<file path="config.mk">
export PLATFORM = sky130hd
export DESIGN_NAME = deadtime_gen
export DESIGN_NICKNAME = d
export VERILOG_FILES = /design/src/rtl/deadtime_gen.sv
export SDC_FILE = /design/constraint.sdc
export NUM_CORES = 1
export LEC_CHECK = 0
export ABC_CLOCK_PERIOD_IN_PS = 1700
export BUFFER_PORTS_ARGS = -buffer_cell sky130_fd_sc_hd__buf_2
export CAP_MARGIN = 20
export CORE_MARGIN = 2
export CORE_UTILIZATION = 40
export CTS_CLUSTER_DIAMETER = 100
export CTS_CLUSTER_SIZE = 28
export DETAILED_ROUTE_END_ITERATION = 12
export HOLD_SLACK_MARGIN = 0.15
export PLACE_DENSITY_LB_ADDON = 0.12
export SETUP_SLACK_MARGIN = 0.5
export SLEW_MARGIN = 20
export SYNTH_ARGS = -nofsm -noshare
export SYNTH_HDL_FRONTEND = slang
export SYNTH_SLANG_ARGS = --single-unit
</file>
<file path="constraint.sdc">
create_clock -name clk -period 1.7 [get_ports clk]
set_clock_uncertainty 0.15 [all_clocks]
set_input_delay 0.17 -clock clk [delete_from_list [all_inputs] [get_ports clk]]
set_output_delay 0.17 -clock clk [all_outputs]
set_load 0.005 [all_outputs]
</file>
<file path="src/rtl/deadtime_gen.sv">
// Dead-time generator for a half-bridge gate driver.
//
// Turns a single modulated command (pwm_in) into complementary high-side and
// low-side gate drives. Both drives are held low for DEAD_TIME cycles on every
// commutation. A synchronous fault input latches the block into a safe state
// with both drives low, until fault_clr is asserted.
//
// Ports:
//   clk           - clock, rising-edge active
//   rst           - asynchronous active-high reset
//   pwm_in        - modulated command, 1 = high side on
//   fault         - synchronous fault request, active-high
//   fault_clr     - synchronous fault-latch clear, active-high
//   hs_out        - high-side gate drive (registered)
//   ls_out        - low-side gate drive (registered)
//   fault_latched - 1 while held in the fault state (registered)
//   dt_active     - 1 while a dead-time interval is running (registered)
module deadtime_gen #(
    parameter int unsigned DEAD_TIME = 10,
    parameter int unsigned CNT_WIDTH = $clog2(DEAD_TIME + 1)
) (
    input  logic clk,
    input  logic rst,
    input  logic pwm_in,
    input  logic fault,
    input  logic fault_clr,
    output logic hs_out,
    output logic ls_out,
    output logic fault_latched,
    output logic dt_active
);

    typedef enum logic [2:0] {
        StLow,
        StDtRise,
        StHigh,
        StDtFall,
        StFault
    } state_t;

    localparam logic [CNT_WIDTH-1:0] DtLoad = CNT_WIDTH'(DEAD_TIME);
    localparam logic [CNT_WIDTH-1:0] CntOne = CNT_WIDTH'(1);

    state_t               state;
    state_t               state_d;
    logic [CNT_WIDTH-1:0] cnt;
    logic [CNT_WIDTH-1:0] cnt_d;
    logic                 pwm_q;

    // Next-state and counter logic. The counter is zero outside the dead-time
    // states, so it can never underflow.
    always_comb begin
        state_d = state;
        cnt_d   = cnt;
        if (fault) begin
            state_d = StFault;
            cnt_d   = '0;
        end else begin
            unique case (state)
                StLow: begin
                    cnt_d = '0;
                    if (pwm_q) begin
                        state_d = StDtRise;
                        cnt_d   = DtLoad;
                    end
                end
                StDtRise: begin
                    if (!pwm_q) begin
                        // Command withdrawn before the high side turned on.
                        state_d = StLow;
                        cnt_d   = '0;
                    end else if (cnt <= CntOne) begin
                        state_d = StHigh;
                        cnt_d   = '0;
                    end else begin
                        cnt_d = cnt - CntOne;
                    end
                end
                StHigh: begin
                    cnt_d = '0;
                    if (!pwm_q) begin
                        state_d = StDtFall;
                        cnt_d   = DtLoad;
                    end
                end
                StDtFall: begin
                    if (pwm_q) begin
                        state_d = StHigh;
                        cnt_d   = '0;
                    end else if (cnt <= CntOne) begin
                        state_d = StLow;
                        cnt_d   = '0;
                    end else begin
                        cnt_d = cnt - CntOne;
                    end
                end
                StFault: begin
                    cnt_d = '0;
                    if (fault_clr) begin
                        state_d = StDtFall;
                        cnt_d   = DtLoad;
                    end
                end
                default: begin
                    state_d = StFault;
                    cnt_d   = '0;
                end
            endcase
        end
    end

    // Outputs are decoded from the next state so they change on the same edge
    // as the state and come straight from flops.
    always_ff @(posedge clk or posedge rst) begin
        if (rst) begin
            state         <= StDtFall;
            cnt           <= DtLoad;
            pwm_q         <= 1'b0;
            hs_out        <= 1'b0;
            ls_out        <= 1'b0;
            fault_latched <= 1'b0;
            dt_active     <= 1'b0;
        end else begin
            state         <= state_d;
            cnt           <= cnt_d;
            pwm_q         <= pwm_in;
            hs_out        <= (state_d == StHigh);
            ls_out        <= (state_d == StLow);
            fault_latched <= (state_d == StFault);
            dt_active     <= (state_d == StDtRise) || (state_d == StDtFall);
        end
    end

endmodule
</file>
Yosys cells after proc, flatten, opt, wreduce, memory -nomap -nowiden
Cells that the tools add are included.
{"block": "totals", "reg_bits": 12, "word_cells": 37}
{"block": "classes", "n_addsub": 1, "magnitude_cmp": 1, "n_eq_ne": 8, "n_mux": 17, "n_reduce_logical": 3}
{"cell": "4-bit two-way mux", "count": 7}
{"cell": "3-bit two-way mux", "count": 8}
{"cell": "4-bit case mux with 5 select lines", "count": 1}
{"cell": "3-bit case mux with 5 select lines", "count": 1}
{"cell": "3-bit by 2-bit equality test with 1-bit output (second input constant)", "count": 4}
{"cell": "3-bit by 1-bit equality test with 1-bit output (second input constant)", "count": 2}
{"cell": "3-bit equality test (second input constant)", "count": 2}
{"cell": "3-bit zero test", "count": 2}
{"cell": "4-bit by 1-bit <= comparator with 1-bit output (second input constant)", "count": 1}
{"cell": "4-bit by 1-bit subtractor with 4-bit output (second input constant)", "count": 1}
{"cell": "1-bit logical OR", "count": 1}

Logic depth before layout (Yosys ltp)
Gate-level depths: netlist of run 1.
{"block": "depth", "ltp_word": 7, "mapped_depth": 5, "depth_no_buf": 5}

Least setup slack after synthesis of run 1
OpenSTA, ideal clock, no wires.
{"block": "synth_path", "kind": "register -> register", "start": "register cnt[1]", "end": "register cnt[1]", "setup_time_ns": 0.096, "arrival_time_ns": 1.251, "required_time_ns": 1.454, "slack_ns": 0.203, "stages_incl_launch_ff": 6, "period_less_slack_ns": 1.497, "path_cell_list": "dfstp_2 > inv_1 > ha_1 > nor2_1 > o2111ai_1 > o32ai_1"}
{"block": "synth_via", "elab_chain_len": 5}
{"item": "start, declared", "line": "46", "source": "logic [CNT_WIDTH-1:0] cnt;"}
{"item": "start signal, assigned", "line": "117", "source": "cnt <= DtLoad;"}
{"item": "start signal, assigned", "line": "125", "source": "cnt <= cnt_d;"}
{"item": "4-bit by 1-bit subtractor with 4-bit output / 4-bit by 1-bit <= comparator with 1-bit output (equally long branches)"}
{"item": "4-bit two-way mux (*)", "line": "72, 90"}
{"item": "4-bit two-way mux, on equally long branches", "line": "87, 68"}
{"item": "4-bit case mux with 5 select lines (*)", "line": "59", "source": "unique case (state)"}
{"item": "4-bit two-way mux (*)", "line": "55", "source": "if (fault) begin"}
{"item": "named net cnt_d[1]", "line": "47", "source": "logic [CNT_WIDTH-1:0] cnt_d;"}
The timed path passes the listed nets; every way through them passes the cells marked *.

Final worst setup path of run 1
{"block": "layout_path", "start": "register cnt[1]", "end": "register cnt[3]"}
The elaborated chain is that of the path after synthesis.

==> summary.txt, run 1 <==
Final layout
  • Area Overhead vs Synth: 48.5%
  • Non-Filler Instances: 81
  • # diodes: 0
  • Post-route cell area: 801 sq um
  • Share of post-route cells with drive strength above 1: 57.6%
  • Final Net Count: 75

Timing
  • Max Slew Vio Count: 0
  • Worst Hold Margin: 105 ps
  • Max Fclk: 649 MHz
  • RSZ-0062 raised after global routing: yes
  • Fin. Hold Viols: 0
  • Fin crit period: 1540 ps
  • Least-Margin Pin Slew: 429 ps
  • Period utilization: 90.6%
  • Worst relative slew slack: 71.4%
  • Setup violators final: 0
  • Setup TNS Final: 0 ps

Clocking
  • CTS tree: built
  • Clock sink total: 12
  • Latest clock arrival within the worst-skew pair: 280 ps
  • Hold-fix buffers, CTS: 3
  • Max Buffers Root-to-Sink: 2
  • CTS Buf Count: 3
  • CTS clk-pin slew, worst paths: 80 ps
  • Root Driver: clkbuf_4
  • CTS H-Tree Depth: 1

Route
  • Vias/cell: 6.05
  • Drt first pass iters: 5
  • Detailed Route WL: 1.37 mm
  • Via count: 490
  • Final ANT Viol Nets: 0
  • First DRT Iteration DRCs: 22
  • Routed WL per cell: 17.0 um
  • Drc violations: 0

Pwr
  • Max IR drop VDD: 458 uV
  • Switching pwr: 0.000214 W
  • Switch share: 30.4%
  • Combinational share of power: 26.2%
  • P_leak: 0.364 nW
  • Seq pwr share: 48.7%
  • Clock share of power: 25.1%
  • Cell Int Power: 0.000489 W
  • Total power: 0.000703 W
  • Pwr dens: 878 nW/um^2

Synthesis
  • Syn_area_per_cell: 11.7 sq um
  • Syn Inst Count: 46
  • Mapped cell area: 539 sq um
  • Post-Syn Nets: 53
  • Post-synth cell types: 22
  • Synth Warn #: 0
  • Flops & latches, synth: 12
  • Seq/Total Area, Yosys: 56.6%

Flow run
  • Max-cap violations: 0

Global route
  • Overflow after GRT: 0
  • Largest net degree at the start of global routing: 13
  • First-pass GRT wire length: 1.95 mm
  • GR Util All Layers: 19.0%
  • Vias in the first global route: 447
  • Initial antenna violation count: 0

Die
  • Die ar.: 1660 sq um
  • Die height: 40.7 um
  • Chip Width: 40.7 um
  • Ports: 9
  • Core Area: 1280 sq um
  • Cell row count: 13
  • Starting Density: 42.0%

Worst setup path
  • CP Max Fanout: 4
  • Critical path startpoint category: register
  • Worst EP required: 1730 ps
  • Crit end category: register
  • Worst Path Arrival: 1570 ps
  • Worst setup path category: reg -> reg

Placed design
  • Final HPWL DP: 848 um
  • Final GP Congestion: 0.824
  • Post-DP Area: 644 sq um
  • Port bufs: 8
  • Placed cell count: 69

Min path
  • Tightest Hold Check Type: in -> reg

Status
  • Status: finished clean
==> critical path, stage by stage, from the launching register on <==
cell and delay, ps:
dfstp_2 540, inv_2 60, ha_4 160, nor2_4 180, o2111ai_4 190, o32ai_2 170
==> cells in the mapped netlist <==
master / n / area [sq um]
a21o_1: 1 / 7.51
ha_1: 2 / 25.0
nor2_1: 4 / 15.0
a31oi_1: 1 / 6.26
a21oi_1: 1 / 5.00
nor3_1: 2 / 10.0
nand2_1: 2 / 7.51
o2111ai_1: 1 / 8.76
xor2_1: 1 / 8.76
or3b_4: 1 / 11.3
or2_1: 1 / 6.26
and3b_1: 1 / 8.76
o32ai_1: 4 / 35.0
dfstp_2: 4 / 105
and3b_2: 1 / 10.0
xnor2_1: 2 / 17.5
o211a_1: 1 / 10.0
inv_1: 5 / 18.8
a21o_2: 1 / 8.76
o31ai_1: 1 / 7.51
or3_1: 1 / 6.26
dfrtp_1: 8 / 200
==> power groups by stage <==
stage          clock network (W)  registers (W)  logic (W)
3_5_place_dp                   0       0.000345   0.000122
4_1_cts                 0.000177       0.000339   0.000159
5_1_grt                 0.000193       0.000346   0.000195
6_report                0.000177       0.000342   0.000184
3_3_place_gp                   0       0.000342   0.000117
2_1_floorplan                  0       0.000340  0.0000908
==> sequential cells by signal (all words and copies together), names as in the netlist <==
| register | cells |
|---|---|
| hs_out | 1 |
| cnt | 4 |
| dt_active | 1 |
| ls_out | 1 |
| fault_latched | 1 |
| state | 3 |
| pwm_q | 1 |
==> per-layer routing <==
| layer | share of wire (%) | global-route usage, % | routed length (um) |
|---|---|---|---|
| met2 | 48 | 32.9 | 663 |
| met5 | 0 | 0 | 0 |
| met3 | 7.9 | 5.43 | 109 |
| met4 | 6.5 | 12.5 | 89 |
| met1 | 37 | 19.9 | 510 |
==> final cells by class <==
cell class                      count  area [sq um]
Clock buffer                        3          22.5
Fill cell                         100           484
Inverter                            5          18.8
Multi-Input combinational cell     29           319
Sequential cell                    12           307
Tap cell                           15          18.8
Timing Repair Buffer               17           115
==> cell families (layout without fill, tap and decap cells) <==
kind of cell / Yosys count / after routing / synth area share (%)
AOI/OAI and AO/OA: 11 / 11 / 16.5
DFF: 12 / 12 / 56.6
buffers and inverters: 5 / 25 / 3.48
adders and majority gates: 2 / 2 / 4.64
and+or+nand+nor: 13 / 13 / 13.9
xor gates and xnor gates: 3 / 3 / 4.87
==> cells in the final DEF, fill, tap and decap left out <==
cell and n:
a21o_1 1, a21o_2 1, a21oi_1 1, a31oi_1 1, and3b_1 1, and3b_2 1
buf_2 8, buf_4 6, clkbuf_4 3, dfrtp_1 7, dfrtp_2 1, dfstp_2 4
dlygate4sd3_1 3, ha_4 2, inv_1 3, inv_2 2, nand2_1 2, nor2_1 3
nor2_4 1, nor3_1 1, nor3_2 1, o2111ai_4 1, o211a_1 1, o31ai_2 1
o32ai_1 1, o32ai_2 3, or2_4 1, or3_1 1, or3b_4 1, xnor2_1 2
xor2_4 1
==> path summary, 6_finish.rpt <==
| path | startpoint | endpoint | slack [ps] | cells after the start |
|---|---|---|---|---|
| max in group asynchronous | rst | cnt[1]$_DFF_PP1_ | 790 | 3 |
| max | cnt[1]$_DFF_PP1_ | cnt[3]$_DFF_PP1_ | 160 | 5 |
| max reg2reg | cnt[1]$_DFF_PP1_ | cnt[3]$_DFF_PP1_ | 160 | 5 |
| min in group asynchronous | rst | state[2]$_DFF_PP0_ | 270 | 3 |
| min reg2reg | cnt[0]$_DFF_PP0_ | cnt[0]$_DFF_PP0_ | 450 | 2 |
| min | fault | hs_out$_DFF_PP0_ | 100 | 3 |
==> what timing repair did <==
item | CTS | global route
hold endpoints to repair | 20 | 2
setup buffers | 4 | 2
gates resized for setup | 6 | 2
setup endpoints to repair | 11 | 11
pin swaps | 3 | 0
==> metrics by stage <==
| step | worst slack [ps] | utilization (%) |
|---|---|---|
| 6_report | 159 | 62.3 |
| 5_1_grt | 121 | 62.3 |
| 4_1_cts | 215 | 59.7 |
| 3_5_place_dp | 202 | 50.1 |
| 3_3_place_gp | 237 | 50.1 |
| 2_1_floorplan | 313 | - |
(Power assumes the default switching activity.)
==> run 2: changes to the inputs <==
==> constraint.sdc (replaced) <==
create_clock -name clk -period 1.7 [get_ports clk]
set_clock_uncertainty 0.15 [all_clocks]
set_input_delay 0.085 -clock clk [delete_from_list [all_inputs] [get_ports clk]]
set_output_delay 0.085 -clock clk [all_outputs]
set_load 0.005 [all_outputs]
==> run 2 against run 1 <==
Worst hold slack lost 11 ps. Routed wire length shrank 5.8%. Clock power is essentially flat. Largest cell class unchanged. Final cell count shrank 1.2%. Largest power group unchanged. Critical path depth is the same. Die area is the same. First-iteration DRC count grew 14%. Highest routed layer unchanged. Maximum frequency grew 0.51%.
==> summary.txt, run 2 (synthesized netlist as in run 1, its figures left out) <==
Status
  • Status: finished clean (unchanged)

Worst setup path
  • Critical path startpoint category: register (unchanged)
  • CP Max Fanout: 4 (unchanged)
  • Worst EP required: 1730 ps (about the same)
  • CP Cell Sequence: inv_2, ha_4, nor2_4, o2111ai_4, o32ai_2 (unchanged)
  • Worst Path Arrival: 1560 ps (was 1570 ps)
  • Worst setup path category: reg -> reg (unchanged)
  • Crit end category: register (unchanged)
  • Crit-path slowest cell: dfstp_2 (unchanged)
  • CP peak stage delay: 540 ps (about the same)

Final layout
  • Final Net Count: 74 (was 75)
  • Biggest regs: cnt: 4 flops, state: 3 flops (unchanged)
  • Most common cell after layout, fill and taps aside: buf_2 (unchanged)
  • Biggest register: cnt (unchanged)
  • Multi-input gate area: 314 sq um (was 319 sq um)
  • # diodes: 0 (unchanged)
  • Area Overhead vs Synth: 46.2% (was 48.5%)
  • Fill cells: 101 (was 100)
  • Share of post-route cells with drive strength above 1: 56.9% (was 57.6%)
  • Most frequent cells in the layout: 8 x buf_2, 7 x dfrtp_1, 5 x buf_4 (was 8 x buf_2, 7 x dfrtp_1, 6 x buf_4)
  • FF/Latch Area: 307 sq um (unchanged)
  • Max reg flops: 4 (unchanged)

Clocking
  • CTS tree: built (unchanged)
  • Max Buffers Root-to-Sink: 2 (unchanged)
  • CTS Buf Count: 3 (unchanged)
  • Clock sink total: 12 (unchanged)
  • CTS H-Tree Depth: 1 (unchanged)
  • Hold-fix buffers, CTS: 3 (unchanged)
  • Latest clock arrival within the worst-skew pair: 280 ps (about the same)
  • CTS clk-pin slew, worst paths: 70 ps (was 80 ps)
  • Root Driver: clkbuf_4 (unchanged)

Timing
  • Worst relative slew slack: 71.5% (was 71.4%)
  • Max Fclk: 652 MHz (was 649 MHz)
  • Least-Margin Pin Slew: 427 ps (was 429 ps)
  • Max Slew Vio Count: 0 (unchanged)
  • RSZ-0062 raised after global routing: yes (unchanged)
  • Fin crit period: 1530 ps (was 1540 ps)
  • Setup violators final: 0 (unchanged)
  • Setup WS post-layout: 167 ps (was 159 ps)
  • Fin. Hold Viols: 0 (unchanged)
  • Period utilization: 90.2% (was 90.6%)
  • Setup TNS Final: 0 ps (unchanged)

Pwr
  • Switch share: 30.0% (was 30.4%)
  • Clock share of power: 25.4% (was 25.1%)
  • Pwr dens: 877 nW/um^2 (was 878 nW/um^2)
  • Cell Int Power: 0.000484 W (was 0.000489 W)
  • P_leak: 0.357 nW (was 0.364 nW)
  • Combinational share of power: 25.0% (was 26.2%)
  • Switching pwr: 0.000207 W (was 0.000214 W)
  • Max IR drop VDD: 439 uV (was 458 uV)
  • Seq pwr share: 49.6% (was 48.7%)

Die
  • Core Area: 1280 sq um (unchanged)
  • Chip Width: 40.7 um (unchanged)
  • Cell row count: 13 (unchanged)
  • Die ar.: 1660 sq um (unchanged)
  • Starting Density: 42.0% (unchanged)
  • Ports: 9 (unchanged)
  • Die height: 40.7 um (unchanged)

Global route
  • Initial antenna violation count: 0 (unchanged)
  • Overflow after GRT: 0 (unchanged)
  • Vias in the first global route: 437 (was 447)
  • First-pass GRT wire length: 1.93 mm (was 1.95 mm)
  • Largest net degree at the start of global routing: 13 (unchanged)
  • GR Util All Layers: 18.8% (was 19.0%)

Placed design
  • Port bufs: 8 (unchanged)
  • Final GP Congestion: 0.824 (unchanged)
  • Final HPWL DP: 848 um (unchanged)
  • DP Worst Slack: 202 ps (unchanged)

Route
  • Drc violations: 0 (unchanged)
  • Via count: 457 (was 490)
  • First DRT Iteration DRCs: 25 (was 22)
  • Final ANT Viol Nets: 0 (unchanged)
  • Routed WL per cell: 16.2 um (was 17.0 um)
  • Vias/cell: 5.71 (was 6.05)
  • Drt first pass iters: 4 (was 5)
  • Detailed Route WL: 1.29 mm (was 1.37 mm)

Min path
  • Tightest Hold Check Type: in -> reg (unchanged)

Flow run
  • Max-cap violations: 0 (unchanged)
==> run 2: changes by cell type in the layout (fill, tap and decap cells not counted) <==
cell,delta
buf_4,-1
nor2_1,-1
nor2_2,+1
o32ai_1,+1
o32ai_2,-1
==> run 2: power by group through the flow <==
stage	logic [W]	clock network [W]	registers, W
6_report	0.000173	0.000176	0.000342
5_1_grt	0.000186	0.000193	0.000346
4_1_cts	0.000159	0.000177	0.000339
3_5_place_dp	0.000122	0	0.000345
3_3_place_gp	0.000117	0	0.000342
2_1_floorplan	0.0000908	0	0.000340
==> run 2: per-layer routing <==
layer	share of wire, %	up-vias	track usage, %	routed length [um]
li1	-	206	-	-
met2	52	28	33.3	675
met3	6.7	7	4.89	86
met5	0	-	0	0
met1	38	216	19.9	488
met4	3.2	0	10.8	42
==> run 2: repair_timing <==
| item | in CTS | in global routing |
|---|---|---|
| endpoints found under the setup margin | 11 | 11 |
| hold endpoints to repair | 21 | 2 |
| setup buffers | 4 | 1 |
| pin swaps | 3 | 0 |
| resized for setup | 6 | 2 |
==> run 2: path summary, 6_finish.rpt <==
kind / startpoint / end / slack, ps / cells after the start
worst min register to register: cnt[0]$_DFF_PP0_ / cnt[0]$_DFF_PP0_ / 450 / 2
max in group asynchronous: rst / cnt[1]$_DFF_PP1_ / 880 / 3
min in group asynchronous: rst / state[2]$_DFF_PP0_ / 180 / 3
worst min-delay path: fault_clr / state[0]$_DFF_PP1_ / 90 / 3
worst max-delay path: cnt[1]$_DFF_PP1_ / cnt[3]$_DFF_PP1_ / 170 / 5
worst max register to register: cnt[1]$_DFF_PP1_ / cnt[3]$_DFF_PP1_ / 170 / 5
==> run 2: critical path: cells and delay by family (launching register included) <==
kind	cells	cell delay, ps
AO/OA/AOI/OAI	2	350
adder cells (fa/ha/maj)	1	160
AND/OR/NAND/NOR	1	180
flip-flops	1	540
buffers and inverters	1	60
==> run 2: metrics by stage <==
| stage | hold slack, ps | util, % | cell area, sq um | instances | total power (W) |
|---|---|---|---|---|---|
| floorplan | -203 | - | 586 | 46 | 0.000431 |
| global placement | -59.1 | 50.1 | 644 | 69 | 0.000459 |
| detailed placement | -46.4 | 50.1 | 644 | 69 | 0.000468 |
| CTS | 90.8 | 59.7 | 767 | 79 | 0.000675 |
| global route | 114 | 61.3 | 788 | 80 | 0.000724 |
| finish | 94.3 | 61.3 | 788 | 80 | 0.000691 |
==> run 2: area by class of cell <==
cell class                 count  area share [%]
timing repair buffer          16            13.7
sequential                    12            38.9
multi-input combinational     29            39.8
inverter                       5            2.38
clock buffer                   3            2.86
tap                           15            2.38
==> run 3: changes to the inputs <==
Settings changed: ABC_AREA set to 1, CORE_AREA set to 2 2 39 41, CORE_MARGIN 2 to not set, CORE_UTILIZATION 40 to not set, DIE_AREA set to 0 0 41 43.
==> run 3 against run 2 <==
Sequential power is 6.4% higher. Worst hold slack better by 97 ps. Core utilization is 1.8 points lower. Combinational power is 24% higher.
==> summary.txt, run 3 <==
Synthesis
  • Post-Syn Nets: 80 (was 53)
  • Synth area leader: dfrtp_1 (unchanged)
  • Top post-synthesis cells by area: dfrtp_1 32%, dfstp_2 17%, nand2_1 10% (was dfrtp_1 37%, dfstp_2 19%, o32ai_1 6.5%)
  • Synth Warn #: 0 (unchanged)
  • Count leader, synth: nand2_1 (was dfrtp_1)
  • Dominant synthesized flop cell: dfrtp_1 (unchanged)
  • Mapped cell area: 618 sq um (was 539 sq um)
  • Post-synth top area share: 32.4% (was 37.1%)
  • Seq/Total Area, Yosys: 49.4% (was 56.6%)
  • Post-synth cell types: 19 (was 22)
  • Flops & latches, synth: 12 (unchanged)
  • Async set-reset flop share out of synthesis: 100% (unchanged)
  • Syn_area_per_cell: 8.47 sq um (was 11.7 sq um)
  • Synth top cells by count: 17 x nand2_1, 12 x inv_1, 10 x nor2_1, 8 x dfrtp_1 (was 8 x dfrtp_1, 5 x inv_1, 4 x dfstp_2, 4 x nor2_1, 4 x o32ai_1)
  • Syn Inst Count: 73 (was 46)
  • Number of flops mapped to enable cells by yosys: 0 (unchanged)

Pwr
  • Switch share: 30.8% (was 30.0%)
  • Combinational share of power: 26.8% (was 25.0%)
  • Switching pwr: 0.000246 W (was 0.000207 W)
  • Max IR drop VDD: 504 uV (was 439 uV)
  • P_leak: 0.408 nW (was 0.357 nW)
  • Cell Int Power: 0.000553 W (was 0.000484 W)
  • Seq pwr share: 45.6% (was 49.6%)
  • Pwr dens: 969 nW/um^2 (was 877 nW/um^2)
  • Clock share of power: 27.6% (was 25.4%)

Clocking
  • Max Buffers Root-to-Sink: 2 (unchanged)
  • CTS H-Tree Depth: 1 (unchanged)
  • Latest clock arrival within the worst-skew pair: 270 ps (was 280 ps)
  • CTS clk-pin slew, worst paths: 80 ps (was 70 ps)
  • CTS tree: built (unchanged)
  • CTS Buf Count: 3 (unchanged)
  • Root Driver: clkbuf_4 (unchanged)
  • Clock sink total: 12 (unchanged)

Final layout
  • # diodes: 0 (unchanged)
  • Area Overhead vs Synth: 33.4% (was 46.2%)
  • Most frequent cells in the layout: 13 x nand2_1, 9 x nor2_1, 8 x inv_1, 8 x dfrtp_1, 8 x buf_2 (was 8 x buf_2, 7 x dfrtp_1, 5 x buf_4)
  • Final Net Count: 99 (was 74)
  • Post-route cell area: 825 sq um (was 788 sq um)
  • Most common cell after layout, fill and taps aside: nand2_1 (was buf_2)
  • Max reg flops: 4 (unchanged)
  • Biggest register: cnt (unchanged)
  • Fill cells: 131 (was 101)
  • Share of post-route cells with drive strength above 1: 42.9% (was 56.9%)
  • Biggest regs: cnt: 4 flops, state: 3 flops (unchanged)

Min path
  • Tightest Hold Check Type: in -> async (was in -> reg)

Global route
  • First-pass GRT wire length: 1.91 mm (was 1.93 mm)
  • Vias in the first global route: 441 (was 437)
  • GR Util All Layers: 16.6% (was 18.8%)
  • Initial antenna violation count: 0 (unchanged)
  • Overflow after GRT: 0 (unchanged)
  • Largest net degree at the start of global routing: 13 (unchanged)

Timing
  • Least-Margin Pin Slew: 434 ps (was 427 ps)
  • Max Slew Vio Count: 0 (unchanged)
  • Max Fclk: 658 MHz (was 652 MHz)
  • Worst relative slew slack: 71.1% (was 71.5%)
  • Period utilization: 89.3% (was 90.2%)
  • Setup violators final: 0 (unchanged)
  • Fin crit period: 1520 ps (was 1530 ps)
  • Setup TNS Final: 0 ps (unchanged)
  • Setup WS post-layout: 181 ps (was 167 ps)
  • Fin. Hold Viols: 0 (unchanged)
  • RSZ-0062 raised after global routing: yes (unchanged)

Die
  • Ports: 9 (unchanged)
  • Die ar.: 1760 sq um (was 1660 sq um)
  • Starting Density: 44.7% (was 42.0%)
  • Die height: 43 um (was 40.7 um)
  • Cell row count: 14 (was 13)
  • Core Area: 1380 sq um (was 1280 sq um)
  • Chip Width: 41 um (was 40.7 um)

Placed design
  • Post-DP Area: 696 sq um (was 644 sq um)
  • DP Worst Slack: 186 ps (was 202 ps)
  • Final GP Congestion: 0.727 (was 0.824)
  • Final HPWL DP: 804 um (was 848 um)
  • Port bufs: 8 (unchanged)

Worst setup path
  • Reg2Reg Depth: 10 (was 5)
  • Crit end category: register (unchanged)
  • Critical path startpoint category: register (unchanged)
  • Worst setup path category: reg -> reg (unchanged)
  • Worst Path Arrival: 1530 ps (was 1560 ps)
  • Worst EP required: 1710 ps (was 1730 ps)
  • CP Max Fanout: 3 (was 4)

Route
  • Drt first pass iters: 4 (unchanged)
  • Vias/cell: 4.33 (was 5.71)
  • Drc violations: 0 (unchanged)
  • Routed WL per cell: 9.99 um (was 16.2 um)
  • First DRT Iteration DRCs: 5 (was 25)
  • Final ANT Viol Nets: 0 (unchanged)
  • Detailed Route WL: 1.07 mm (was 1.29 mm)
  • Via count: 463 (was 457)

Flow run
  • Max-cap violations: 0 (unchanged)

Status
  • Status: finished clean (unchanged)
==> run 3: cell types whose count changed after synthesis, moves of 4 or more <==
cell | before | now
nor2_1 | 4 | 10
o32ai_1 | 4 | 0
nand2_1 | 2 | 17
nor2_2 | 0 | 4
inv_1 | 5 | 12
==> run 3: worst max-delay path: stages, from the launching register on <==
cell     delay (ps)
dfstp_2         560
inv_4            50
ha_4            150
inv_2            40
nand2_2          50
nand2_4          70
nor2_1           40
nor2_1          130
nand2_2          80
inv_2            60
nor2_1           30
==> run 3: cell families after synthesis <==
family                   count (synthesis)  share of synthesized area (%)
AND/OR/NAND/NOR                         42                           34.0
buffers and inverters                   12                           7.29
flip-flops                              12                           49.4
AO/OA/AOI/OAI                            3                           2.43
XOR/XNOR                                 2                           2.83
adder cells (fa/ha/maj)                  2                           4.05
==> run 3: metal layers <==
| metal | GRT usage, % | vias to the layer above | part of all wire (%) | routed length, um |
|---|---|---|---|---|
| li1 | - | 253 | - | - |
| met1 | 27.0 | 201 | 50 | 538 |
| met2 | 20.6 | 7 | 45 | 484 |
| met3 | 1.57 | 2 | 3.4 | 36 |
| met4 | 10.0 | 0 | 0.84 | 9 |
| met5 | 0 | - | 0 | 0 |
==> run 3: area by class of cell <==
cell class	count	area [sq um]	share of cell area [%]
Clock buffer	4	36.3	4.40
Inverter	12	47.5	5.77
Multi-Input combinational cell	49	320	38.8
Sequential cell	12	305	37.0
Tap cell	16	20.0	2.43
Timing Repair Buffer	14	95.1	11.5
==> run 3: power groups by stage <==
| stage | combinational (W) | clock (W) | sequential, W |
|---|---|---|---|
| floorplan | 0.000136 | 0 | 0.000360 |
| global placement | 0.000182 | 0 | 0.000363 |
| detailed placement | 0.000181 | 0 | 0.000363 |
| CTS | 0.000198 | 0.000227 | 0.000359 |
| global route | 0.000242 | 0.000242 | 0.000367 |
| finish | 0.000214 | 0.000221 | 0.000364 |
==> run 3: repair_timing <==
item | 4_1_cts | 5_1_grt
resized for setup | 4 | 7
hold buffers | 4 | 0
endpoints found under the hold margin | 24 | 0
pin swaps | 6 | 9
setup buffers | 0 | 2
endpoints found under the setup margin | 9 | 11
==> run 3: final timing paths <==
check	from	endpoint	slack, ps
setup / recovery	cnt[1]$_DFF_PP1_	hs_out$_DFF_PP0_	180
hold / removal	rst	dt_active$_DFF_PP0_	190
setup reg to reg	cnt[1]$_DFF_PP1_	hs_out$_DFF_PP0_	180
hold reg to reg	cnt[0]$_DFF_PP0_	cnt[0]$_DFF_PP0_	420
max in group asynchronous	rst	state[1]$_DFF_PP1_	870
min in group clk	pwm_in	pwm_q$_DFF_PP0_	310
==> run 3: metrics by stage <==
stage	cells	hold WS [ps]	util [%]	power, W
after detailed placement	97	-42.0	50.3	0.000544
final	107	191	59.6	0.000799
after global placement	97	-47.5	50.3	0.000545
after global routing	107	274	59.6	0.000852
after CTS	105	214	57.4	0.000784
after floorplan	73	-203	-	0.000495
